`config.mk`:
```
export PLATFORM = sky130hd
export DESIGN_NAME = pll_lock_supervisor_flat
export DESIGN_NICKNAME = d
export VERILOG_FILES = /design/src/rtl/pll_lock_supervisor_if.sv /design/src/rtl/pll_lock_supervisor.sv /design/src/flat_wrapper.sv
export SDC_FILE = /design/constraint.sdc
export NUM_CORES = 1
export LEC_CHECK = 0
export BUFFER_PORTS_ARGS = -buffer_cell sky130_fd_sc_hd__buf_4
export CAP_MARGIN = 5
export CORE_ASPECT_RATIO = 1.75
export CORE_UTILIZATION = 25
export DETAILED_ROUTE_END_ITERATION = 8
export PLACE_DENSITY = 0.39
export SYNTH_ARGS = -nofsm -noshare
export SYNTH_HDL_FRONTEND = slang
export SYNTH_SLANG_ARGS = --single-unit
```
`constraint.sdc`:
```
create_clock -name in_clk25 -period 3.12 [get_ports in_clk25]
set_input_delay 0.156 -clock in_clk25 [delete_from_list [all_inputs] [get_ports in_clk25]]
set_output_delay 0.156 -clock in_clk25 [all_outputs]
set_load 0.01 [all_outputs]
```
`src/rtl/pll_lock_supervisor_if.sv`:
```
// Signal bundle between the PLL lock supervisor and its surroundings
// (the PLL's RST/LOCK pins, the restart request and the status outputs).
//   pll_locked  PLL LOCK output, asynchronous to the supervisor clock
//   req_reset   synchronous request to restart the PLL (level or pulse)
//   pll_rst     PLL RST pin, active high
//   sys_rst_n   active-low reset for the downstream pixel/TMDS logic
//   state       supervisor state: 0=RESET_PLL 1=WAIT_LOCK 2=STABILIZE 3=RUN
//   lost_cnt    lock losses detected in RUN, saturating at 255
//   fail        sticky: too many consecutive lock attempts timed out
// master: the supervisor.  slave: the PLL / system side.
interface pll_lock_supervisor_if;
    logic       pll_locked;
    logic       req_reset;
    logic       pll_rst;
    logic       sys_rst_n;
    logic [1:0] state;
    logic [7:0] lost_cnt;
    logic       fail;

    modport master (
        input  pll_locked,
        input  req_reset,
        output pll_rst,
        output sys_rst_n,
        output state,
        output lost_cnt,
        output fail
    );

    modport slave (
        output pll_locked,
        output req_reset,
        input  pll_rst,
        input  sys_rst_n,
        input  state,
        input  lost_cnt,
        input  fail
    );
endinterface

```
`src/rtl/pll_lock_supervisor.sv`:
```
// PLL lock supervisor for the 25->250 MHz HDMI PLL, clocked by the 25 MHz
// reference. Pulses the PLL RST pin, qualifies the synchronised LOCK signal
// and only releases the downstream system reset after lock has been stable.
// Lock loss in RUN re-resets the PLL; lock attempts that time out are retried
// and counted, and fail latches once too many consecutive attempts failed.
// Ports:
//   in_clk25  25 MHz reference clock, the only clock of this block
//   rst_n     asynchronous active-low reset
//   bus       pll_lock_supervisor_if.master (pll_locked, req_reset in;
//             pll_rst, sys_rst_n, state, lost_cnt, fail out)
//
// state     | meaning
// ----------+-------------------------------------------------------------
// RESET_PLL | pll_rst high for RST_CYCLES cycles
// WAIT_LOCK | pll_rst low, wait up to LOCK_TIMEOUT cycles for locked_s
// STABILIZE | locked_s must stay high for STABLE_CYCLES consecutive cycles
// RUN       | sys_rst_n released; GLITCH_CYCLES low cycles count as loss
module pll_lock_supervisor #(
    parameter int RST_CYCLES    = 16,
    parameter int LOCK_TIMEOUT  = 65536,
    parameter int STABLE_CYCLES = 1024,
    parameter int GLITCH_CYCLES = 4,
    parameter int MAX_RETRIES   = 8
) (
    input  logic                     in_clk25,
    input  logic                     rst_n,
    pll_lock_supervisor_if.master    bus
);

    localparam int MAX_A = (RST_CYCLES > LOCK_TIMEOUT) ? RST_CYCLES : LOCK_TIMEOUT;
    localparam int MAX_P = (MAX_A > STABLE_CYCLES) ? MAX_A : STABLE_CYCLES;
    localparam int CNT_W = (MAX_P > 1) ? $clog2(MAX_P) : 1;
    localparam int GL_W  = $clog2(GLITCH_CYCLES + 1);
    localparam int RT_W  = $clog2(MAX_RETRIES + 1);

    localparam logic [CNT_W-1:0] RST_LAST  = CNT_W'(RST_CYCLES - 1);
    localparam logic [CNT_W-1:0] TO_LAST   = CNT_W'(LOCK_TIMEOUT - 1);
    localparam logic [CNT_W-1:0] STAB_LAST = CNT_W'(STABLE_CYCLES - 1);
    localparam logic [GL_W-1:0]  GL_LAST   = GL_W'(GLITCH_CYCLES - 1);
    localparam logic [RT_W-1:0]  RT_MAX    = RT_W'(MAX_RETRIES);

    typedef enum logic [1:0] {
        RESET_PLL = 2'd0,
        WAIT_LOCK = 2'd1,
        STABILIZE = 2'd2,
        RUN       = 2'd3
    } state_t;

    state_t            state_q, state_nxt;
    logic [CNT_W-1:0]  cnt_q;
    logic [GL_W-1:0]   glitch_q, glitch_nxt;
    logic [RT_W-1:0]   retries_q, retries_nxt;
    logic [7:0]        lost_q, lost_nxt;
    logic              fail_q, fail_nxt;
    logic              pll_rst_q;
    logic              sys_rst_n_q;
    logic              sync_ff;
    logic              locked_s;

    // Priority: req_reset, then timeout / lock loss, then lock detect.
    always_comb begin
        state_nxt   = state_q;
        retries_nxt = retries_q;
        lost_nxt    = lost_q;
        fail_nxt    = fail_q;
        glitch_nxt  = '0;
        if (bus.req_reset) begin
            state_nxt = RESET_PLL;
        end else begin
            case (state_q)
                RESET_PLL: begin
                    if (cnt_q == RST_LAST) state_nxt = WAIT_LOCK;
                end
                WAIT_LOCK: begin
                    if (cnt_q == TO_LAST) begin
                        state_nxt = RESET_PLL;
                        if (retries_q != RT_MAX) retries_nxt = retries_q + 1'b1;
                        if (retries_nxt == RT_MAX) fail_nxt = 1'b1;
                    end else if (locked_s) begin
                        state_nxt = STABILIZE;
                    end
                end
                STABILIZE: begin
                    // A dropout only restarts the lock wait; the PLL itself
                    // is not reset again.
                    if (!locked_s) begin
                        state_nxt = WAIT_LOCK;
                    end else if (cnt_q == STAB_LAST) begin
                        state_nxt   = RUN;
                        retries_nxt = '0;
                    end
                end
                RUN: begin
                    if (!locked_s) begin
                        if (glitch_q == GL_LAST) begin
                            state_nxt = RESET_PLL;
                            if (lost_q != 8'hFF) lost_nxt = lost_q + 8'd1;
                        end else begin
                            glitch_nxt = glitch_q + 1'b1;
                        end
                    end
                end
                default: state_nxt = RESET_PLL;
            endcase
        end
    end

    always_ff @(posedge in_clk25 or negedge rst_n) begin
        if (!rst_n) begin
            state_q     <= RESET_PLL;
            cnt_q       <= '0;
            glitch_q    <= '0;
            retries_q   <= '0;
            lost_q      <= '0;
            fail_q      <= 1'b0;
            pll_rst_q   <= 1'b1;
            sys_rst_n_q <= 1'b0;
            sync_ff     <= 1'b0;
            locked_s    <= 1'b0;
        end else begin
            sync_ff   <= bus.pll_locked;
            locked_s  <= sync_ff;
            state_q   <= state_nxt;
            // The timer restarts on every state change and is held at zero
            // while req_reset is asserted; it is unused in RUN.
            if (state_nxt != state_q || bus.req_reset || state_q == RUN)
                cnt_q <= '0;
            else
                cnt_q <= cnt_q + 1'b1;
            glitch_q    <= glitch_nxt;
            retries_q   <= retries_nxt;
            lost_q      <= lost_nxt;
            fail_q      <= fail_nxt;
            pll_rst_q   <= (state_nxt == RESET_PLL);
            sys_rst_n_q <= (state_nxt == RUN);
        end
    end

    assign bus.state     = state_q;
    assign bus.pll_rst   = pll_rst_q;
    assign bus.sys_rst_n = sys_rst_n_q;
    assign bus.lost_cnt  = lost_q;
    assign bus.fail      = fail_q;

endmodule
```
`src/flat_wrapper.sv`:
```
// flat-port wrapper written by rule: the top's interface ports become plain ports
module pll_lock_supervisor_flat 
#(
    parameter int RST_CYCLES    = 16,
    parameter int LOCK_TIMEOUT  = 65536,
    parameter int STABLE_CYCLES = 1024,
    parameter int GLITCH_CYCLES = 4,
    parameter int MAX_RETRIES   = 8
)
  (in_clk25, rst_n, bus_pll_locked, bus_req_reset, bus_pll_rst, bus_sys_rst_n, bus_state, bus_lost_cnt, bus_fail);
  pll_lock_supervisor_if bus_i ();
  input  logic in_clk25;
  input  logic rst_n;
  input wire logic [$bits(bus_i.pll_locked)-1:0] bus_pll_locked;
  input wire logic [$bits(bus_i.req_reset)-1:0] bus_req_reset;
  output wire logic [$bits(bus_i.pll_rst)-1:0] bus_pll_rst;
  output wire logic [$bits(bus_i.sys_rst_n)-1:0] bus_sys_rst_n;
  output wire logic [$bits(bus_i.state)-1:0] bus_state;
  output wire logic [$bits(bus_i.lost_cnt)-1:0] bus_lost_cnt;
  output wire logic [$bits(bus_i.fail)-1:0] bus_fail;
  assign bus_i.pll_locked = bus_pll_locked;
  assign bus_i.req_reset = bus_req_reset;
  assign bus_pll_rst = bus_i.pll_rst;
  assign bus_sys_rst_n = bus_i.sys_rst_n;
  assign bus_state = bus_i.state;
  assign bus_lost_cnt = bus_i.lost_cnt;
  assign bus_fail = bus_i.fail;
  pll_lock_supervisor #(.RST_CYCLES(RST_CYCLES), .LOCK_TIMEOUT(LOCK_TIMEOUT), .STABLE_CYCLES(STABLE_CYCLES), .GLITCH_CYCLES(GLITCH_CYCLES), .MAX_RETRIES(MAX_RETRIES)) u_core (.in_clk25(in_clk25), .rst_n(rst_n), .bus(bus_i));
endmodule
```
==> out/qor.yml, run 1 <==
cts_tree: "built"
synth_top_area_cell: "dfrtp_1"
r2r_cells: 6
gp_congestion: 0.711
dp_hpwl_um: 3360
slowest_stage: "o21ai_1"
routedWlPerCell_um: 15.5
synth_nets: 202
seqPwrFrac: 0.473
powerDensity_nw_per_um2: 465
yosysWarningCount: 0
r2r_slack_ns: 0.58
setup-tns-final_ns: 0
antenna_found_initial: 0
ys_types: 45
grt_max_degree: 39
drt_wl_total_um: 4700
hold_slack_ns: 0.229
io_buffers: 16
grt-ovfl-total: 0
slew_violations: 0
nets: 223
seq_area_um2: 952
clk_latency_ns: 0.29
synth_area_leaders: "dfrtp_1 (47%), xor2_1 (5.8%), a21oi_1 (4.9%), xnor2_1 (4.0%), ha_1 (3.2%)"
relSlewSlack: 0.192
min_to: "u_core.bus.fail$_DFFE_PN0P_"
async_flop_share: 1.00
fin_ws_ns: 0.582
holdCritStartpoint: "bus_req_reset"
power_switching_uw: 242
multiInputGateArea_um2: 931
holdPathStages: 4
clockBufferDepth: 2
cts.clk_slew.worst_paths_ns: 0.06
first_global_vias: 1567
ctsResizeCount: 0
fp.dieH_um: 119
max_cap_viol_count: 0
vdd_ir_drop_max_v: 0.000256
worstMarginPinSlew_ns: 1.20
drcViolationCount: 0
worstPathArrival_ns: 2.63
drive_above_1_share: 0.144
finClkSkew_ns: 0.00602
fillCellCount: 846
synthCells: 193
finalCoreUtilization: 0.306
crit_path_end_kind: "flop"
clockPowerShare: 0.481
synth_area_um2: 1950
num_io_pins: 17
fin_area_um2: 2320
core_area_um2: 7570
max_freq_ghz: 0.394
finalHoldViolations: 0
antenna_left: 0
startpoint_type: "flop"
synth-edff-count: 0
fin_cells: 303
dr.pass1.iters: 4
htreeDepth: 2
worst_r2r_endpoint: "u_core.cnt_q[1]$_DFF_PN0_"
syn_area_per_cell_um2: 10.1
start_util: 0.258
hold_path_class: "in2reg"
crit_type: "reg2reg"
p_comb_frac: 0.046
cts_hold_buf: 2
num_rows: 42
area_delta_synth_final_pct: 18.9
dp.cells: 293
clock-sinks: 38
cts_buffers: 5
grt_pass1_wl_um: 7860
p_int_uw: 836
die_area_um2: 8170
drt_iter0_drc: 59
p_total_mw: 1.08
pre_cts_slack_ns: 0.559
placed_cell_area_um2: 2150
status: "finished clean"
via_per_inst: 5.01
max_stage_delay_ns: 0.94
period_needed_ns: 2.54
cp_data_required_time_ns: 3.21
power_leakage_nw: 0.996
fin_crit_sh: 0.813
crit_fanout: 16
setup_viol: 0
diodes: 0
ys_ff_latch: 38
vias: 1517
post_cts_buffers: 0
cts_root_buf: "clkbuf_16"
synth_ff_type: "dfrtp_1"
rsz0062_at_grt: "no"
crit_chain: "ha_1, nand3_1, or2_0, a2bb2oi_1, o21ai_1, a21boi_0"
fp.dieW_um: 68.8
switching_share: 0.224
synth-seq-area-share: 0.488
synth_top_area_share: 0.475
track_usage: 0.133
worstReg2RegStart: "u_core.cnt_q[0]$_DFF_PN0_"
[cell usage after synthesis (2+ instances only)]
master     n
ha_1       5
and3_1     6
o31ai_1    2
nand4_1    9
a21oi_1   19
dfrtp_1   37
o21ai_0    8
and4_1     2
o21ai_1    2
clkbuf_1   2
nand3b_1   2
nand3_1    8
xnor2_1    9
or3_1      2
nor2_1    15
nand2_1   10
inv_1      8
xor2_1    13
buf_6      2
nor3b_1    3
nand2b_1   2
nor3_1     4
[cell type report]
type | instances | share of cell area
multi-input cells | 142 | 0.402
well taps | 88 | 0.0475
inverters | 8 | 0.0130
clock inverters | 1 | 0.00216
flip-flops and latches | 38 | 0.411
clock buffers | 7 | 0.0615
repair buffers | 19 | 0.0637
[cell usage in the layout (no fill, tap or decap), types with 5 or more instances in the layout]
cell / Yosys / layout
nor2_1: 15 / 15
xor2_1: 13 / 13
o21ai_0: 8 / 8
xnor2_1: 9 / 9
nand2_1: 10 / 10
buf_4: 1 / 17
nand4_1: 9 / 9
nand3_1: 8 / 8
ha_1: 5 / 5
inv_1: 8 / 8
a21oi_1: 19 / 19
and3_1: 6 / 6
clkbuf_16: 0 / 5
dfrtp_1: 37 / 37
[worst max path at each step]
stage / startpoint / endpoint / slack [ns]
3_3_place_gp: u_core.cnt_q[0]$_DFF_PN0_ / u_core.cnt_q[1]$_DFF_PN0_ / 0.67
5_1_grt: u_core.cnt_q[0]$_DFF_PN0_ / u_core.cnt_q[1]$_DFF_PN0_ / 0.37
3_5_place_dp: u_core.cnt_q[0]$_DFF_PN0_ / u_core.cnt_q[1]$_DFF_PN0_ / 0.56
4_1_cts: u_core.cnt_q[0]$_DFF_PN0_ / u_core.cnt_q[1]$_DFF_PN0_ / 0.55
6_report: u_core.cnt_q[0]$_DFF_PN0_ / u_core.cnt_q[1]$_DFF_PN0_ / 0.58
2_1_floorplan: u_core.cnt_q[0]$_DFF_PN0_ / u_core.cnt_q[10]$_DFF_PN0_ / 1.24
[worst max-delay path, delay by kind of cell (launching register included)]
kind,cells,cell delay [ns]
compound gates,3,1.35
flops,1,0.38
simple gates,2,0.41
fa+ha+maj,1,0.21
[cell families (layout without fill, tap and decap cells)]
kind of cell,Yosys count,after routing,synth area share
and+or+nand+nor,72,72,0.208
AOI/OAI and AO/OA,42,42,0.133
DFF,38,38,0.488
xor gates and xnor gates,22,22,0.0988
buffers and inverters,13,35,0.0346
adders and majority gates,5,5,0.0321
muxes,1,1,0.00577
[sequential cells by signal, summed over array words and instances (netlist names)]
signal                flops
u_core.cnt_q             16
u_core.bus.lost_cnt       8
u_core.retries_q          4
u_core.glitch_q           3
u_core.bus.state          2
u_core.bus.fail           1
u_core.bus.pll_rst        1
u_core.bus.sys_rst_n      1
u_core.locked_s           1
u_core.sync_ff            1
[power groups by stage]
stage               combinational, mW  sequential, mW  clock [mW]
finish                         0.0496           0.509       0.518
global route                   0.0581           0.511       0.547
CTS                            0.0516           0.509       0.533
detailed placement             0.0494           0.518           0
global placement               0.0494           0.518           0
floorplan                      0.0281           0.516           0
[layer usage]
layer,vias to the layer above,part of all wire,GRT usage
li1,733,-,-
met1,752,0.38,0.141
met2,22,0.56,0.231
met3,10,0.027,0.0278
met4,0,0.034,0.0778
met5,-,0,0
Note: power is estimated with default switching activity, not from simulation.
==> inputs of run 2 (changes only) <==
- ABC_AREA: default -> 1
- PLACE_DENSITY: 0.39 -> 0.4
- clock period: 3.12 -> 2.14 ns (I/O delays scaled with it)
==> run 2 against run 1 <==
  * Register-to-register slack worse by 0.22 ns
  * Final area is 9.4% higher
  * Synthesized area rose by 6.5%
  * Synthesized cell count grew 22%
  * Sequential power is 44% higher
  * Largest cell class is now multi-input combinational cells
  * Clock power increased by 91%
  * Clock skew fell by 0.00084 ns
  * Critical path type unchanged
  * Setup slack lost 0.22 ns
  * Cell count rose by 16%
  * First-iteration DRC count fell by 10%
  * Via count is 1.9% higher
==> out/qor.yml, run 2 <==
track_usage: 0.115
die_area_um2: 8700
dr.pass1.iters: 6
ys_ff_latch: 38
largest_reg_flops: 16
worstPathArrival_ns: 1.95
period_needed_ns: 1.78
synth_top_area_cell: "dfrtp_1"
synth_top_area_share: 0.446
clock-sinks: 38
rsz0062_at_grt: "no"
vdd_ir_drop_max_v: 0.000324
synth_area_leaders: "dfrtp_1 (45%), nand2_1 (7.4%), xor2_1 (6.7%), inv_1 (6.3%), nor2_4 (6.0%)"
first_global_vias: 1637
num_io_pins: 17
cp_data_required_time_ns: 2.31
start_util: 0.259
drt_wl_total_um: 4280
cts_tree: "built"
multiInputGateArea_um2: 967
relSlewSlack: 0.660
worstMarginPinSlew_ns: 0.511
hold_path_class: "in2reg"
regMostFlops: "u_core.cnt_q"
holdPathStages: 4
slew_violations: 0
clockBufferDepth: 2
ctsResizeCount: 0
drive_above_1_share: 0.218
p_total_mw: 1.77
core_area_um2: 8020
grt-ovfl-total: 0
power_leakage_nw: 1.17
async_flop_share: 1.00
nets: 270
synth_nets: 244
synth_common_cells: "nand2_1 (41), dfrtp_1 (37), inv_1 (35)"
synth-edff-count: 0
crit_fanout: 16
yosysWarningCount: 0
num_rows: 43
gp_congestion: 0.726
via_per_inst: 4.39
fillCellCount: 836
setup_viol: 0
clk_latency_ns: 0.28
grt_max_degree: 39
fp.dieH_um: 123
antenna_left: 0
worst_r2r_endpoint: "u_core.cnt_q[2]$_DFF_PN0_"
finClkSkew_ns: 0.00518
r2r_cells: 12
max_freq_ghz: 0.563
grt_pass1_wl_um: 7480
r2r_slack_ns: 0.36
dp_hpwl_um: 3270
cts_root_buf: "clkbuf_16"
holdCritStartpoint: "bus_req_reset"
synth_area_um2: 2080
drcViolationCount: 0
drt_iter0_drc: 53
worstReg2RegStart: "u_core.cnt_q[0]$_DFF_PN0_"
synthCells: 235
io_buffers: 16
ys_types: 26
startpoint_type: "flop"
min_to: "u_core.bus.fail$_DFFE_PN0P_"
seq_area_um2: 952
clockPowerShare: 0.558
max_cap_viol_count: 0
syn_area_per_cell_um2: 8.84
status: "finished clean"
fp.dieW_um: 70.9
crit_path_end_kind: "flop"
crit_type: "reg2reg"
power_switching_uw: 328
final_cell_mix: "nand2_1 (41), dfrtp_1 (37), inv_1 (35), nor2_1 (24), buf_4 (17)"
fin_crit_sh: 0.830
p_int_mw: 1.44
seqPwrFrac: 0.413
setup-tns-final_ns: 0
synth_ff_type: "dfrtp_1"
diodes: 0
switching_share: 0.185
finalHoldViolations: 0
layout_commonest_cell: "nand2_1"
antenna_found_initial: 0
cts_buffers: 5
synth.most_common_cell: "nand2_1"
htreeDepth: 2
powerDensity_nw_per_um2: 697
routedWlPerCell_um: 12.2
cts.clk_slew.worst_paths_ns: 0.06
synth-seq-area-share: 0.458
area_delta_synth_final_pct: 22.1
p_comb_frac: 0.029
vias: 1546
-- run 2: metal layers --
| metal | track usage | up-vias | wire length, µm |
|---|---|---|---|
| met3 | 0.0279 | 7 | 115 |
| met1 | 0.106 | 729 | 1650 |
| met2 | 0.228 | 21 | 2410 |
| li1 | - | 789 | - |
| met4 | 0.0600 | 0 | 109 |
| met5 | 0 | - | 0 |
-- run 2: area by class of cell --
cell class,count,share of cell area
Multi-Input combinational cell,159,0.381
Inverter,37,0.0547
Sequential cell,38,0.375
Clock inverter,2,0.0237
Clock buffer,6,0.0547
Tap cell,90,0.0444
Timing Repair Buffer,20,0.0661
-- run 2: logic make-up after synthesis --
logic type,count (synthesis),share of synthesized area
AO/OA/AOI/OAI,17,0.0421
XOR/XNOR,19,0.0801
adder cells (fa/ha/maj),5,0.0301
buffers and inverters,38,0.0765
flip-flops,38,0.458
multiplexers,2,0.0108
AND/OR/NAND/NOR,116,0.302
-- run 2: power groups by stage --
| stage | clock network [mW] | registers, mW | logic, mW |
|---|---|---|---|
| 6_report | 0.988 | 0.731 | 0.0512 |
| 3_5_place_dp | 0 | 0.744 | 0.0520 |
| 4_1_cts | 1.03 | 0.730 | 0.0546 |
| 2_1_floorplan | 0 | 0.742 | 0.0258 |
| 5_1_grt | 1.05 | 0.731 | 0.0606 |
| 3_3_place_gp | 0 | 0.744 | 0.0529 |
-- run 2: timing repair --
action	4_1_cts	5_1_grt
hold buffers	2	0
buffers inserted	0	0
endpoints found under the setup margin	0	0
endpoints found under the hold margin	38	0
-- run 2: metrics by stage --
| step | cell area, µm² | utilization | hold WS [ns] | cells | setup WS, ns |
|---|---|---|---|---|---|
| 2_1_floorplan | 2080 | - | -0.189 | 235 | 0.449 |
| 4_1_cts | 2540 | 0.317 | 0.227 | 352 | 0.332 |
| 6_report | 2540 | 0.317 | 0.230 | 352 | 0.364 |
| 3_3_place_gp | 2320 | 0.289 | 0.139 | 342 | 0.359 |
| 3_5_place_dp | 2320 | 0.289 | 0.130 | 342 | 0.342 |
| 5_1_grt | 2540 | 0.317 | 0.257 | 352 | 0.164 |
-- run 2: worst max path at each step --
stage	start	endpoint	cells past startpoint	slack (ns)
after floorplan	u_core.bus.lost_cnt[0]$_DFFE_PN0P_	u_core.bus.lost_cnt[1]$_DFFE_PN0P_	6	0.45
after global placement	u_core.glitch_q[0]$_DFF_PN0_	u_core.cnt_q[0]$_DFF_PN0_	11	0.36
after detailed placement	u_core.cnt_q[0]$_DFF_PN0_	u_core.cnt_q[2]$_DFF_PN0_	12	0.34
after CTS	u_core.cnt_q[0]$_DFF_PN0_	u_core.cnt_q[2]$_DFF_PN0_	12	0.33
after global routing	u_core.glitch_q[0]$_DFF_PN0_	u_core.cnt_q[0]$_DFF_PN0_	11	0.16
final	u_core.cnt_q[0]$_DFF_PN0_	u_core.cnt_q[2]$_DFF_PN0_	12	0.36
-- run 2: worst max-delay path, stage by stage (launching register included) --
cell,delay (ns)
dfrtp_1,0.39
ha_1,0.24
nand2_1,0.09
nor2_2,0.05
nand2_2,0.08
clkinv_1,0.06
nand2_1,0.12
nand3_2,0.08
nand2_2,0.08
nand3_1,0.11
nand3_4,0.11
buf_12,0.19
nor2_1,0.06
==> inputs of run 3 (changes only) <==
- ABC_AREA: 1 -> 0
- PLACE_DENSITY: 0.4 -> 0.39
- clock period: 2.14 -> 1.8 ns (I/O delays scaled with it)
==> run 3 against run 2 <==
  * Utilization increased by 4.9 points
  * Clock power is 9.5% lower
  * Hold slack worse by 0.032 ns
  * First-iteration DRC count grew 15%
  * Cell count decreased by 3.1%
  * Sequential share of layout area is 3.0 points lower
  * Combinational power grew 130%
  * Final area rose by 9.1%
  * Sequential cell count did not move
  * Setup slack got worse by 0.34 ns
  * Die area fell by 6.0%
  * Maximum frequency increased by 0.16%
  * Largest power group unchanged
  * Highest routed layer unchanged
==> out/qor.yml, run 3 (same netlist as run 1, synthesis figures left out) <==
status: "finished clean"
busiest_layer: "met2"
switching_share: 0.228
clk_latency_ns: 0.29
fin_ws_ns: 0.0272
power_switching_uw: 433
track_usage: 0.148
worstMarginPinSlew_ns: 0.501
cts_tree: "built"
max_stage_delay_ns: 0.45
worstReg2RegStart: "u_core.bus.state[0]$_DFF_PN0_"
fin_area_um2: 2770
rsz0062_at_grt: "yes"
fin_cells: 341
io_buffers: 16
drive_above_1_share: 0.379
fin_crit_sh: 0.985
holdPathStages: 4
relSlewSlack: 0.666
slew_violations: 0
drcViolationCount: 0
first_global_vias: 1836
antenna_left: 0
p_total_mw: 1.90
met1_usage: 0.143
num_rows: 42
worst_r2r_endpoint: "u_core.cnt_q[8]$_DFF_PN0_"
crit_type: "reg2reg"
finClkSkew_ns: 0.0100
startpoint_type: "flop"
vias: 1656
grt_pass1_wl_um: 8760
r2r_cells: 5
routedWlPerCell_um: 15.5
crit_chain: "and4b_1, nand4_1, a2bb2oi_4, a211o_4, a21oi_1"
core_area_um2: 7570
via_per_inst: 4.86
worstPathArrival_ns: 1.98
holdCritStartpoint: "bus_req_reset"
gr-usage-met2: 0.279
gp_congestion: 0.745
power_leakage_nw: 1.22
cts.clk_slew.worst_paths_ns: 0.06
finalCoreUtilization: 0.366
htreeDepth: 2
hold_path_class: "in2reg"
crit_path_end_kind: "flop"
hold_slack_ns: 0.198
dp.cells: 327
powerDensity_nw_per_um2: 686
p_int_mw: 1.47
area_delta_synth_final_pct: 42.0
cp_data_required_time_ns: 2.01
drt_wl_total_um: 5270
period_needed_ns: 1.77
die_area_um2: 8170
antenna_found_initial: 0
diodes: 0
seqPwrFrac: 0.467
setup_viol: 0
p_comb_frac: 0.063
clockBufferDepth: 2
grt_use_met3: 0.0259
finalHoldViolations: 0
dp_hpwl_um: 3710
grt_max_degree: 39
dr.pass1.iters: 4
max_cap_viol_count: 0
pre_cts_slack_ns: -0.0606
r2r_slack_ns: 0.03
regMostFlops: "u_core.cnt_q"
vdd_ir_drop_max_v: 0.000436
layout_commonest_cell: "buf_4"
fp.dieW_um: 68.8
crit_fanout: 8
final_cell_mix: "buf_4 (54), dfrtp_1 (35), nor2_1 (14), xor2_1 (13), a21oi_2 (11)"
drt_iter0_drc: 61
placed_cell_area_um2: 2420
num_io_pins: 17
fp.dieH_um: 119
cts_root_buf: "clkbuf_16"
min_to: "u_core.bus.fail$_DFFE_PN0P_"
nets: 261
max_freq_ghz: 0.564
clockPowerShare: 0.471
slowest_stage: "dfrtp_2"
start_util: 0.258
largest_reg_flops: 16
clock-sinks: 38
grt-ovfl-total: 0
setup-tns-final_ns: 0
cts_buffers: 5
run 3: changes by cell type in the layout (fill, tap and decap cells not counted), sizes merged, moves of 4 or more:
cell	previous run	this run
nand3	17	8
buf	18	54
nand4	2	10
nor2	38	15
and3	0	6
inv	36	8
a21oi	2	20
xnor2	3	9
nand2	48	10
o21ai	14	10
run 3: what timing repair did:
action                                 CTS  global route
resized for setup                       18            18
pin swaps                                6            14
setup endpoints to repair               17            20
setup buffers                            0             3
endpoints found under the hold margin   38             0
hold buffers                             2             0
gates cloned                             1             0
run 3: how the worst max path moves through the flow:
stage	startpoint	end	cells after the start
final	u_core.bus.state[0]$_DFF_PN0_	u_core.cnt_q[8]$_DFF_PN0_	5
after global routing	u_core.bus.state[0]$_DFF_PN0_	u_core.cnt_q[3]$_DFF_PN0_	5
after CTS	u_core.cnt_q[0]$_DFF_PN0_	u_core.retries_q[0]$_DFFE_PN0P_	6
after detailed placement	u_core.cnt_q[0]$_DFF_PN0_	u_core.cnt_q[1]$_DFF_PN0_	6
after global placement	u_core.cnt_q[0]$_DFF_PN0_	u_core.retries_q[0]$_DFFE_PN0P_	6
after floorplan	u_core.cnt_q[0]$_DFF_PN0_	u_core.cnt_q[10]$_DFF_PN0_	7
run 3: power groups by stage:
stage	Clock [mW]	Sequential, mW	Combinational [mW]
final	0.894	0.886	0.119
after global routing	0.953	0.886	0.138
after CTS	0.925	0.885	0.111
after detailed placement	0	0.898	0.102
after global placement	0	0.898	0.102
after floorplan	0	0.895	0.0495
run 3: metal layers:
metal  wire (µm)  vias to the layer above
met3          97                        8
met5           0                        -
met4         108                        0
met2        3160                       16
met1        1910                      820
li1            -                      812
run 3: critical path, delay by kind of cell (launching register included):
family	cells	cell delay, ns
compound gates	3	0.82
flops	1	0.45
simple gates	2	0.42
run 3: area by class of cell:
cell class / instances / area [µm²]
Multi-Input combinational cell: 143 / 1100
Inverter: 8 / 30.0
Timing Repair Buffer: 56 / 425
Fill cell: 809 / 4800
Tap cell: 88 / 110
Sequential cell: 38 / 955
Clock buffer: 7 / 143
Clock inverter: 1 / 5.00
